## config.mk

```make
export PLATFORM = sky130hd
export DESIGN_NAME = tx_frame_scheduler
export DESIGN_NICKNAME = d
export VERILOG_FILES = /design/src/rtl/tx_frame_scheduler.sv
export SDC_FILE = /design/constraint.sdc
export NUM_CORES = 1
export LEC_CHECK = 0
export BUFFER_PORTS_ARGS = -buffer_cell sky130_fd_sc_hd__buf_2
export CORE_MARGIN = 4
export CORE_UTILIZATION = 50
export DETAILED_ROUTE_END_ITERATION = 12
export PLACE_DENSITY = 0.83
export SLEW_MARGIN = 10
export SYNTH_ARGS = -nofsm -noshare
export SYNTH_HDL_FRONTEND = slang
export SYNTH_SLANG_ARGS = --single-unit
```

## constraint.sdc

```tcl
create_clock -name clk -period 2.9 [get_ports clk]
set_input_delay 0.87 -clock clk [delete_from_list [all_inputs] [get_ports clk]]
set_output_delay 0.87 -clock clk [all_outputs]
set_load 0.05 [all_outputs]
```

## src/rtl/tx_frame_scheduler.sv

```systemverilog
// tx_frame_scheduler: round-robin arbiter driving the I/Q channel through header, payload and rest gap
module tx_frame_scheduler #(
    parameter int HEAD_LEN  = 5,
    parameter int FRAME_LEN = 32,
    parameter int REST_LEN  = 16
) (
    input  logic              clk,
    input  logic              rst_n,
    input  logic              sched_en_i,
    input  logic              req_a_i,
    input  logic              req_b_i,
    input  logic signed [3:0] a_i_i,
    input  logic signed [3:0] a_q_i,
    input  logic signed [3:0] b_i_i,
    input  logic signed [3:0] b_q_i,
    output logic              gnt_a_o,
    output logic              gnt_b_o,
    output logic              sym_rd_o,
    output logic              tx_en_o,
    output logic signed [3:0] tx_i_o,
    output logic signed [3:0] tx_q_o,
    output logic              busy_o,
    output logic              frame_done_o
);
    localparam int FRAME_CYC = HEAD_LEN + FRAME_LEN;
    localparam int PW = $clog2(FRAME_CYC > REST_LEN ? FRAME_CYC : REST_LEN);
    localparam logic [PW-1:0] HEAD_END  = PW'(HEAD_LEN - 1);
    localparam logic [PW-1:0] RD_LAST   = PW'(FRAME_CYC - 2);
    localparam logic [PW-1:0] FRAME_END = PW'(FRAME_CYC - 1);
    localparam logic [PW-1:0] REST_END  = PW'(REST_LEN - 1);

    typedef enum logic [1:0] {IDLE, HEAD, PAYLOAD, REST} state_e;

    state_e            state_q, state_d;
    logic [PW-1:0]     pos_q, pos_d;
    logic              last_b_q, last_b_d;
    logic              gnt_a_q, gnt_a_d, gnt_b_q, gnt_b_d;
    logic              sym_rd_q, sym_rd_d, tx_en_q, tx_en_d;
    logic              busy_q, busy_d, frame_done_q, frame_done_d;
    logic signed [3:0] tx_i_q, tx_i_d, tx_q_q, tx_q_d;

    // State, position counter, arbitration history and every output are registered here
    always_ff @(posedge clk or negedge rst_n) begin
        if (!rst_n) begin
            state_q      <= IDLE;
            pos_q        <= '0;
            last_b_q     <= 1'b1;
            gnt_a_q      <= 1'b0;
            gnt_b_q      <= 1'b0;
            sym_rd_q     <= 1'b0;
            tx_en_q      <= 1'b0;
            busy_q       <= 1'b0;
            frame_done_q <= 1'b0;
            tx_i_q       <= '0;
            tx_q_q       <= '0;
        end else begin
            state_q      <= state_d;
            pos_q        <= pos_d;
            last_b_q     <= last_b_d;
            gnt_a_q      <= gnt_a_d;
            gnt_b_q      <= gnt_b_d;
            sym_rd_q     <= sym_rd_d;
            tx_en_q      <= tx_en_d;
            busy_q       <= busy_d;
            frame_done_q <= frame_done_d;
            tx_i_q       <= tx_i_d;
            tx_q_q       <= tx_q_d;
        end
    end

    // Next state plus next output values; outputs derive from the next state so they are registered
    always_comb begin
        state_d  = state_q;
        pos_d    = pos_q;
        last_b_d = last_b_q;
        gnt_a_d  = gnt_a_q;
        gnt_b_d  = gnt_b_q;
        case (state_q)
            IDLE: if (sched_en_i && (req_a_i || req_b_i)) begin
                state_d = HEAD;
                pos_d   = '0;
                gnt_a_d = req_a_i && (!req_b_i || last_b_q);
                gnt_b_d = req_b_i && (!req_a_i || !last_b_q);
            end
            HEAD: begin
                pos_d   = pos_q + 1'b1;
                state_d = pos_q == HEAD_END ? PAYLOAD : HEAD;
            end
            PAYLOAD: if (pos_q == FRAME_END) begin
                state_d  = REST;
                pos_d    = '0;
                last_b_d = gnt_b_q;
                gnt_a_d  = 1'b0;
                gnt_b_d  = 1'b0;
            end else begin
                pos_d = pos_q + 1'b1;
            end
            REST: begin
                pos_d   = pos_q == REST_END ? '0 : pos_q + 1'b1;
                state_d = pos_q == REST_END ? IDLE : REST;
            end
            default: state_d = IDLE;
        endcase
        tx_en_d      = state_d == HEAD || state_d == PAYLOAD;
        sym_rd_d     = tx_en_d && pos_d >= HEAD_END && pos_d <= RD_LAST;
        busy_d       = state_d != IDLE;
        frame_done_d = state_q == PAYLOAD && state_d == REST;
        tx_i_d       = sym_rd_q ? (gnt_a_q ? a_i_i : b_i_i) : (state_d == PAYLOAD ? tx_i_q : '0);
        tx_q_d       = sym_rd_q ? (gnt_a_q ? a_q_i : b_q_i) : (state_d == PAYLOAD ? tx_q_q : '0);
    end

    assign gnt_a_o      = gnt_a_q;
    assign gnt_b_o      = gnt_b_q;
    assign sym_rd_o     = sym_rd_q;
    assign tx_en_o      = tx_en_q;
    assign busy_o       = busy_q;
    assign frame_done_o = frame_done_q;
    assign tx_i_o       = tx_i_q;
    assign tx_q_o       = tx_q_q;
endmodule
```

==> results of run 1 <==
[flip-flops by register name, indices dropped and copies added, names as in the netlist]
name / count
pos_q: 6
tx_en_o: 1
busy_o: 1
frame_done_o: 1
state_q: 2
tx_q_o: 4
last_b_q: 1
sym_rd_o: 1
gnt_a_o: 1
gnt_b_o: 1
tx_i_o: 4
[through the flow]
stage | instances | power (µW)
3_5_place_dp | 167 | 432
4_1_cts | 171 | 590
3_3_place_gp | 167 | 430
5_1_grt | 171 | 612
6_report | 171 | 585
2_1_floorplan | 112 | 398
[layer usage]
layer,global-route usage,up-vias
met5,0,-
met4,0.0894,0
met1,0.191,460
met2,0.292,22
met3,0.0294,5
li1,-,460
[worst paths after layout]
check	slack, ns	to	startpoint
max	0.56	tx_i_o[1]$_DFFE_PN0P_	pos_q[0]$_DFF_PN0_
min	0.48	tx_i_o[3]$_DFFE_PN0P_	rst_n
max reg2reg	0.56	tx_i_o[1]$_DFFE_PN0P_	pos_q[0]$_DFF_PN0_
min reg2reg	0.52	tx_i_o[3]$_DFFE_PN0P_	tx_i_o[3]$_DFFE_PN0P_
max in group asynchronous	2.06	last_b_q$_DFFE_PN1P_	rst_n
min in group clk	0.52	tx_i_o[3]$_DFFE_PN0P_	tx_i_o[3]$_DFFE_PN0P_
[power breakdown]
| group | leakage (µW) | switching [µW] | internal (µW) | total, µW |
|---|---|---|---|---|
| clock network | 0.0000139 | 107 | 52.9 | 160 |
| registers | 0.000265 | 7.34 | 331 | 338 |
| logic | 0.000400 | 55.5 | 31.0 | 86.5 |
[logic make-up after synthesis]
kind of cell             Yosys count  synth area share
XOR/XNOR                           4            0.0288
AO/OA/AOI/OAI                     22             0.146
flip-flops                        23             0.474
multiplexers                      10            0.0956
buffers and inverters             17            0.0658
adder cells (fa/ha/maj)            5            0.0514
AND/OR/NAND/NOR                   31             0.139
[area by class of cell]
| class | count | area (µm²) |
|---|---|---|
| repair buffers | 34 | 170 |
| clock buffers | 3 | 22.5 |
| inverters | 10 | 37.5 |
| fillers | 195 | 845 |
| multi-input cells | 72 | 561 |
| well taps | 28 | 35.0 |
| clock inverters | 1 | 7.51 |
| flip-flops and latches | 23 | 577 |
[placed cells by master (no fill, tap or decap), types with 3 or more instances in the layout]
| master | instances |
|---|---|
| a22o_1 | 10 |
| buf_2 | 34 |
| clkbuf_4 | 3 |
| dfrtp_1 | 22 |
| ha_1 | 5 |
| inv_1 | 9 |
| mux2_2 | 8 |
| nand2_1 | 7 |
| nand3_1 | 4 |
| nor2_1 | 6 |
| o21ai_1 | 3 |
[critical path, stage by stage (launching register included)]
cell,delay (ns)
dfrtp_1,0.44
inv_1,0.06
ha_1,0.21
and4bb_1,0.22
and2_1,0.18
o22ai_1,0.16
a211o_1,0.19
ha_1,0.14
nor2b_1,0.45
a22o_1,0.23
==> flow_metrics.py, run 1 <==
metrics = {
    "sta": {
        "timing.clock.skew_ns": 0.00390,
        "slew_violations": 0,
        "rsz0062_at_grt": "no",
        "min_period_ns": 2.34,
        "max_freq_mhz": 428,
        "final-setup-viol-count": 0,
        "relSlewSlack": 0.642,
        "fin_tns_setup_ns": 0,
        "fin_ws_ns": 0.561,
        "timing.final.crit_share": 0.806,
        "final-hold-violation-count": 0,
        "whs_ns": 0.477,
        "worst_slew_pin_slew_ns": 0.537,
    },
    "synthesis": {
        "synth_edf_count": 0,
        "yosysTopAreaCell": "dfrtp_1",
        "ys_async_sr_fraction": 1.00,
        "post-synth-top-count-cell": "dfrtp_1",
        "synth_nets": 138,
        "ys.flop_type": "dfrtp_1",
        "yosysWarningCount": 0,
        "ys_seq_elements": 23,
        "synth_top_cells_by_count": "22 x dfrtp_1, 10 x a22o_1, 9 x inv_1",
        "ys_seq_area_frac": 0.474,
        "synth_area_um2": 1220,
        "ys_types": 37,
        "syn_inst": 112,
        "synth_top_area_share": 0.452,
        "synth.area.top_cells": "dfrtp_1 45%, mux2_2 7.4%, a22o_1 7.2%",
        "syn_avg_cell_area_um2": 10.9,
    },
    "clock_tree": {
        "clockRootBuffer": "clkbuf_4",
        "cts_setup_buffers": 0,
        "cts_buffer_depth": 2,
        "clkTransAtPathRegs_ns": 0.14,
        "cts_tree": "yes",
        "ctsHoldBuffers": 0,
        "numCtsBuffers": 3,
        "cts_num_sinks": 23,
        "cts_resized": 0,
        "clk_latency_ns": 0.33,
        "htree_levels": 1,
    },
    "die": {
        "initial_core_util": 0.540,
        "fp.dieH_um": 57.3,
        "core_area_um2": 2250,
        "num_io_pins": 35,
        "die_w_um": 57.3,
        "num_rows": 17,
        "dieArea_um2": 3290,
    },
    "placed_design": {
        "dpl_worst_slack_ns": 0.306,
        "place.gp.congestion": 0.824,
        "dp_hpwl_um": 1890,
        "placed_cell_area_um2": 1380,
        "portBuffers": 34,
    },
    "global_routing": {
        "grt_overflow_total": 0,
        "grtUsageTotal": 0.167,
        "grt_pass1_vias": 982,
        "grt_start_max_net_pins": 24,
        "antenna_found_initial": 0,
        "grt_pass1_wl_um": 4200,
    },
    "drt": {
        "postRouteAntennaNets": 0,
        "drt_iter0_drc": 16,
        "wirelength_um": 2480,
        "viasPerCell": 5.54,
        "met1Wirelength_um": 1060,
        "met3WireLength_um": 111,
        "wl_per_cell_um": 14.5,
        "topRoutingLayerUsed": "met4",
        "drtPass1Iterations": 4,
        "vias": 947,
        "wl_met2_um": 1250,
        "post-route-drc-count": 0,
    },
    "critical_path": {
        "cp-start-kind": "flip-flop",
        "arrival_ns": 2.62,
        "end_kind": "flip-flop",
        "rr_worst_depth": 9,
        "critPathRequiredTime_ns": 3.18,
        "crit_path_max_fanout": 8,
        "crit_type": "flip-flop to flip-flop",
    },
    "layout": {
        "diodes": 0,
        "final_area_um2": 1410,
        "fin_util": 0.625,
        "final_nets": 170,
        "drive_above_1_share": 0.364,
        "areaGrowthSynthToFinish_pct": 15.8,
    },
    "min_path": {
        "hold_class": "primary input to asynchronous set/reset pin",
    },
    "power_and_ir_drop": {
        "p_per_area_nw_per_um2": 415,
        "vdd_drop_max_uv": 303,
        "p_leak_uw": 0.000679,
    },
    "outcome": {
        "status": "complete, no violations",
    },
    "job": {
        "drv_cap": 0,
    },
}
No activity file was read; power rests on OpenSTA's default activity.
==> run 2, diff against run 1 <==
--- a/config.mk
+++ b/config.mk
@@ -7,9 +7,9 @@
 export LEC_CHECK = 0
 export BUFFER_PORTS_ARGS = -buffer_cell sky130_fd_sc_hd__buf_2
 export CORE_MARGIN = 4
-export CORE_UTILIZATION = 50
+export CORE_UTILIZATION = 46
 export DETAILED_ROUTE_END_ITERATION = 12
-export PLACE_DENSITY = 0.83
+export PLACE_DENSITY = 0.81
 export SLEW_MARGIN = 10
 export SYNTH_ARGS = -nofsm -noshare
 export SYNTH_HDL_FRONTEND = slang
==> constraint.sdc (replaced) <==
create_clock -name clk -period 2.12 [get_ports clk]
set_input_delay 0.636 -clock clk [delete_from_list [all_inputs] [get_ports clk]]
set_output_delay 0.636 -clock clk [all_outputs]
set_load 0.05 [all_outputs]
==> flow_metrics.py, run 2 (synthesized netlist as in run 1, its figures left out) <==
metrics = {
    "outcome": {
        "status": "complete, no violations",
    },
    "layout": {
        "layout_commonest_cell": "buf_2",
        "final_nets": 178,
        "multiInputGateArea_um2": 588,
        "areaGrowthSynthToFinish_pct": 23.2,
        "fin_util": 0.600,
        "drive_above_1_share": 0.437,
        "diodes": 0,
        "regMostFlops": "pos_q",
        "fill_cells": 198,
        "register_area_um2": 577,
        "largest_register_ffs": 6,
        "layoutNonFillerInstCount": 181,
        "final_cell_mix": "34 x buf_2, 22 x dfrtp_1, 10 x a22o_1",
    },
    "drt": {
        "wirelength_um": 2780,
        "vias": 994,
        "met3WireLength_um": 238,
        "met1Wirelength_um": 1090,
        "wl_met2_um": 1420,
        "wl_per_cell_um": 15.4,
        "drtPass1Iterations": 4,
        "drt_iter0_drc": 48,
        "postRouteAntennaNets": 0,
        "viasPerCell": 5.49,
        "post-route-drc-count": 0,
        "topRoutingLayerUsed": "met4",
    },
    "global_routing": {
        "grt_start_max_net_pins": 24,
        "grtUsageTotal": 0.165,
        "antenna_found_initial": 0,
        "grt_pass1_wl_um": 4380,
        "grt_overflow_total": 0,
        "grt_pass1_vias": 995,
    },
    "critical_path": {
        "r2r_setup_slack_ns": 0.03,
        "path_cells": "inv_2, ha_2, and4bb_1, and2_4, o22ai_1, a211o_1, ha_2, nor2b_4, a22o_1",
        "slowest_stage": "dfrtp_1",
        "cp-start-kind": "flip-flop",
        "rr_startpoint": "pos_q[1]$_DFF_PN0_",
        "cpPeakStageDelay_ns": 0.41,
        "crit_type": "flip-flop to flip-flop",
        "rr_worst_depth": 9,
        "crit_top_cell": "ha_2",
        "worstReg2RegEnd": "tx_i_o[3]$_DFFE_PN0P_",
        "critPathRequiredTime_ns": 2.34,
        "end_kind": "flip-flop",
        "arrival_ns": 2.31,
        "crit_path_max_fanout": 8,
    },
    "sta": {
        "fin_ws_ns": 0.0337,
        "final-setup-viol-count": 0,
        "whs_ns": 0.256,
        "final-hold-violation-count": 0,
        "timing.final.crit_share": 0.984,
        "min_period_ns": 2.09,
        "relSlewSlack": 0.627,
        "rsz0062_at_grt": "yes",
        "slew_violations": 0,
        "timing.clock.skew_ns": 0.00410,
        "worst_slew_pin_slew_ns": 0.556,
        "max_freq_mhz": 479,
    },
    "power_and_ir_drop": {
        "p_per_area_nw_per_um2": 532,
        "p_leak_uw": 0.000724,
        "vdd_drop_max_uv": 334,
        "power_uw": 798,
    },
    "die": {
        "core_area_um2": 2500,
        "num_rows": 18,
        "dieArea_um2": 3530,
        "num_io_pins": 35,
        "fp.dieH_um": 59.4,
        "die_w_um": 59.4,
        "initial_core_util": 0.487,
    },
    "placed_design": {
        "dpl_worst_slack_ns": -0.133,
        "place.gp.congestion": 0.851,
        "portBuffers": 34,
        "dp.cells": 174,
        "dp_hpwl_um": 1980,
    },
    "clock_tree": {
        "cts_tree": "yes",
        "cts_buffer_depth": 2,
        "clk_latency_ns": 0.32,
        "clockRootBuffer": "clkbuf_4",
        "clkTransAtPathRegs_ns": 0.14,
        "cts_num_sinks": 23,
        "numCtsBuffers": 3,
        "htree_levels": 1,
    },
    "job": {
        "drv_cap": 0,
    },
    "min_path": {
        "hold_class": "primary input to asynchronous set/reset pin",
    },
}
[run 2: report_power, final]
| part | internal [µW] | switching (µW) | leakage [µW] |
|---|---|---|---|
| Clock | 72.1 | 143 | 0.0000139 |
| Combinational | 42.3 | 77.0 | 0.000445 |
| Sequential | 452 | 11.2 | 0.000265 |
[run 2: layer usage]
layer,vias up,track usage
li1,477,-
met1,461,0.187
met2,49,0.301
met3,7,0.0327
met4,0,0.0647
met5,-,0
[run 2: worst max-delay path, delay by kind of cell, from the launching register on]
kind | cells | cell delay, ns
AOI/OAI and AO/OA | 3 | 0.62
and+or+nand+nor | 3 | 0.54
DFF | 1 | 0.41
adders and majority gates | 2 | 0.36
buffers and inverters | 1 | 0.06
[run 2: what timing repair did]
item | 4_1_cts | 5_1_grt
buffers inserted | 2 | 1
gates resized for setup | 5 | 3
hold buffers | 0 | 0
cloned | 0 | 0
setup endpoints to repair | 8 | 9
pin swaps | 8 | 7
[run 2: cell type report]
type	instances	area share
multi-input cells	72	0.392
flip-flops and latches	23	0.384
repair buffers	42	0.153
inverters	10	0.0250
well taps	30	0.0250
clock buffers	3	0.0150
clock inverters	1	0.00500
[run 2: how the worst max path moves through the flow]
| stage | from | to | slack [ns] | cells past startpoint |
|---|---|---|---|---|
| floorplan | pos_q[0]$_DFF_PN0_ | tx_i_o[0]$_DFFE_PN0P_ | 0.01 | 10 |
| finish | pos_q[1]$_DFF_PN0_ | tx_i_o[3]$_DFFE_PN0P_ | 0.03 | 9 |
| detailed placement | pos_q[1]$_DFF_PN0_ | tx_i_o[0]$_DFFE_PN0P_ | -0.13 | 9 |
| global placement | pos_q[1]$_DFF_PN0_ | tx_i_o[3]$_DFFE_PN0P_ | -0.03 | 9 |
| CTS | pos_q[1]$_DFF_PN0_ | tx_q_o[0]$_DFFE_PN0P_ | 0.001 | 9 |
| global route | pos_q[0]$_DFF_PN0_ | tx_q_o[1]$_DFFE_PN0P_ | -0.07 | 9 |
[run 2: stage by stage]
step,setup TNS [ns],cell area [µm²]
final,0,1500
after global routing,-0.390,1500
after CTS,0,1480
after detailed placement,-0.983,1420
after global placement,-0.201,1420
after floorplan,0,1220
==> run 3, diff against run 2 <==
--- a/config.mk
+++ b/config.mk
@@ -7,10 +7,10 @@
 export LEC_CHECK = 0
 export BUFFER_PORTS_ARGS = -buffer_cell sky130_fd_sc_hd__buf_2
 export CORE_MARGIN = 4
-export CORE_UTILIZATION = 46
+export CORE_UTILIZATION = 50
 export DETAILED_ROUTE_END_ITERATION = 12
-export PLACE_DENSITY = 0.81
-export SLEW_MARGIN = 10
+export PLACE_DENSITY = 0.83
+export SLEW_MARGIN = 20
 export SYNTH_ARGS = -nofsm -noshare
 export SYNTH_HDL_FRONTEND = slang
 export SYNTH_SLANG_ARGS = --single-unit
==> constraint.sdc (replaced) <==
create_clock -name clk -period 2.1 [get_ports clk]
set_input_delay 0.63 -clock clk [delete_from_list [all_inputs] [get_ports clk]]
set_output_delay 0.63 -clock clk [all_outputs]
set_load 0.05 [all_outputs]
==> flow_metrics.py, run 3 (synthesized netlist as in run 1, its figures left out) <==
metrics = {
    "layout": {
        "areaGrowthSynthToFinish_pct": 26.0,
        "diodes": 0,
        "largest_register_ffs": 6,
        "layout_commonest_cell": "buf_2",
        "final_cell_mix": "34 x buf_2, 22 x dfrtp_1, 10 x a22o_1, 10 x buf_4",
        "fill_cells": 188,
        "regMostFlops": "pos_q",
        "drive_above_1_share": 0.451,
        "final_nets": 180,
    },
    "clock_tree": {
        "cts_tree": "yes",
        "htree_levels": 1,
        "clockRootBuffer": "clkbuf_4",
        "clk_latency_ns": 0.31,
        "cts_buffer_depth": 2,
        "numCtsBuffers": 3,
        "cts_num_sinks": 23,
        "ctsHoldBuffers": 0,
        "clkTransAtPathRegs_ns": 0.12,
    },
    "critical_path": {
        "critPathRequiredTime_ns": 2.31,
        "crit_path_max_fanout": 8,
        "cpPeakStageDelay_ns": 0.40,
        "cp-start-kind": "flip-flop",
        "path_cells": "buf_4, ha_1, nand4b_1, o22ai_2, a211o_1, ha_2, nor2b_4, a22o_1",
        "crit_type": "flip-flop to flip-flop",
        "end_kind": "flip-flop",
        "arrival_ns": 2.22,
        "slowest_stage": "dfrtp_1",
    },
    "sta": {
        "max_freq_mhz": 497,
        "final-hold-violation-count": 0,
        "slew_violations": 0,
        "worst_slew_pin_slew_ns": 0.486,
        "final-setup-viol-count": 0,
        "relSlewSlack": 0.676,
        "whs_ns": 0.261,
        "timing.clock.skew_ns": 0.00201,
        "min_period_ns": 2.01,
        "fin_ws_ns": 0.0869,
        "rsz0062_at_grt": "yes",
        "timing.final.crit_share": 0.959,
    },
    "global_routing": {
        "antenna_found_initial": 0,
        "grt_start_max_net_pins": 24,
        "grtUsageTotal": 0.169,
        "grt_overflow_total": 0,
        "grt_pass1_wl_um": 4300,
        "grt_pass1_vias": 995,
    },
    "placed_design": {
        "portBuffers": 34,
        "dp_hpwl_um": 1930,
        "place.gp.congestion": 0.817,
        "dpl_worst_slack_ns": -0.0862,
    },
    "drt": {
        "wl_per_cell_um": 14.2,
        "vias": 989,
        "post-route-drc-count": 0,
        "drtPass1Iterations": 4,
        "viasPerCell": 5.46,
        "wirelength_um": 2580,
        "postRouteAntennaNets": 0,
        "drt_iter0_drc": 14,
    },
    "die": {
        "dieArea_um2": 3290,
        "fp.dieH_um": 57.3,
        "num_rows": 17,
        "initial_core_util": 0.540,
        "core_area_um2": 2250,
        "num_io_pins": 35,
        "die_w_um": 57.3,
    },
    "power_and_ir_drop": {
        "vdd_drop_max_uv": 483,
        "p_per_area_nw_per_um2": 514,
        "p_leak_uw": 0.000748,
        "p_int_uw": 575,
        "pwr-share-comb": 0.158,
        "power_frac_seq": 0.588,
        "clkPwrFrac": 0.254,
        "switching_share": 0.271,
        "p_switching_uw": 213,
    },
    "job": {
        "drv_cap": 0,
    },
    "min_path": {
        "hold_class": "primary input to asynchronous set/reset pin",
    },
    "outcome": {
        "status": "complete, no violations",
    },
}
-- run 3: final timing paths --
kind,start,end,slack [ns],cells after the start
min reg2reg,tx_q_o[2]$_DFFE_PN0P_,tx_q_o[2]$_DFFE_PN0P_,0.52,1
min in group clk,tx_q_o[2]$_DFFE_PN0P_,tx_q_o[2]$_DFFE_PN0P_,0.52,1
max in group asynchronous,rst_n,last_b_q$_DFFE_PN1P_,1.49,1
max,pos_q[0]$_DFF_PN0_,tx_i_o[2]$_DFFE_PN0P_,0.09,8
max reg2reg,pos_q[0]$_DFF_PN0_,tx_i_o[2]$_DFFE_PN0P_,0.09,8
min,rst_n,tx_q_o[2]$_DFFE_PN0P_,0.26,1
-- run 3: final cells by class --
cell class	count	area [µm²]	area share
inverter	10	37.5	0.0245
multi-input combinational	72	613	0.400
clock buffer	4	26.3	0.0171
tap	28	35.0	0.0228
timing repair buffer	44	245	0.160
sequential	23	577	0.376
-- run 3: layer usage --
layer | vias up | global-route usage | wire [µm]
met1 | 460 | 0.189 | 1060
met5 | - | 0 | 0
met3 | 4 | 0.0385 | 252
li1 | 480 | - | -
met4 | 0 | 0.0894 | 55
met2 | 45 | 0.295 | 1210
-- run 3: critical path, delay by kind of cell, from the launching register on --
kind | cells | cell delay [ns]
fa+ha+maj | 2 | 0.43
compound gates | 3 | 0.61
simple gates | 2 | 0.32
flops | 1 | 0.40
buf+inv | 1 | 0.15
-- run 3: power groups by stage --
stage               clock network [µW]  registers, µW  logic, µW
floorplan                            0            521       29.0
global placement                     0            472        123
detailed placement                   0            472        126
CTS                                207            463        127
global route                       226            465        134
finish                             200            463        124
-- run 3: through the flow --
step                power, µW  std cells  utilization  setup TNS (ns)  cell area, µm²
global placement          595        175        0.641               0            1450
finish                    788        181        0.680               0            1530
CTS                       797        181        0.664               0            1500
global route              824        181        0.680          -0.290            1530
floorplan                 550        112            -         -0.0255            1230
detailed placement        598        175        0.641          -0.660            1450
-- run 3: what timing repair did --
item / in CTS / in global routing
setup buffers: 2 / 0
pin swaps: 2 / 11
endpoints found under the setup margin: 8 / 10
gates resized for setup: 3 / 6
hold endpoints to repair: 0 / 0
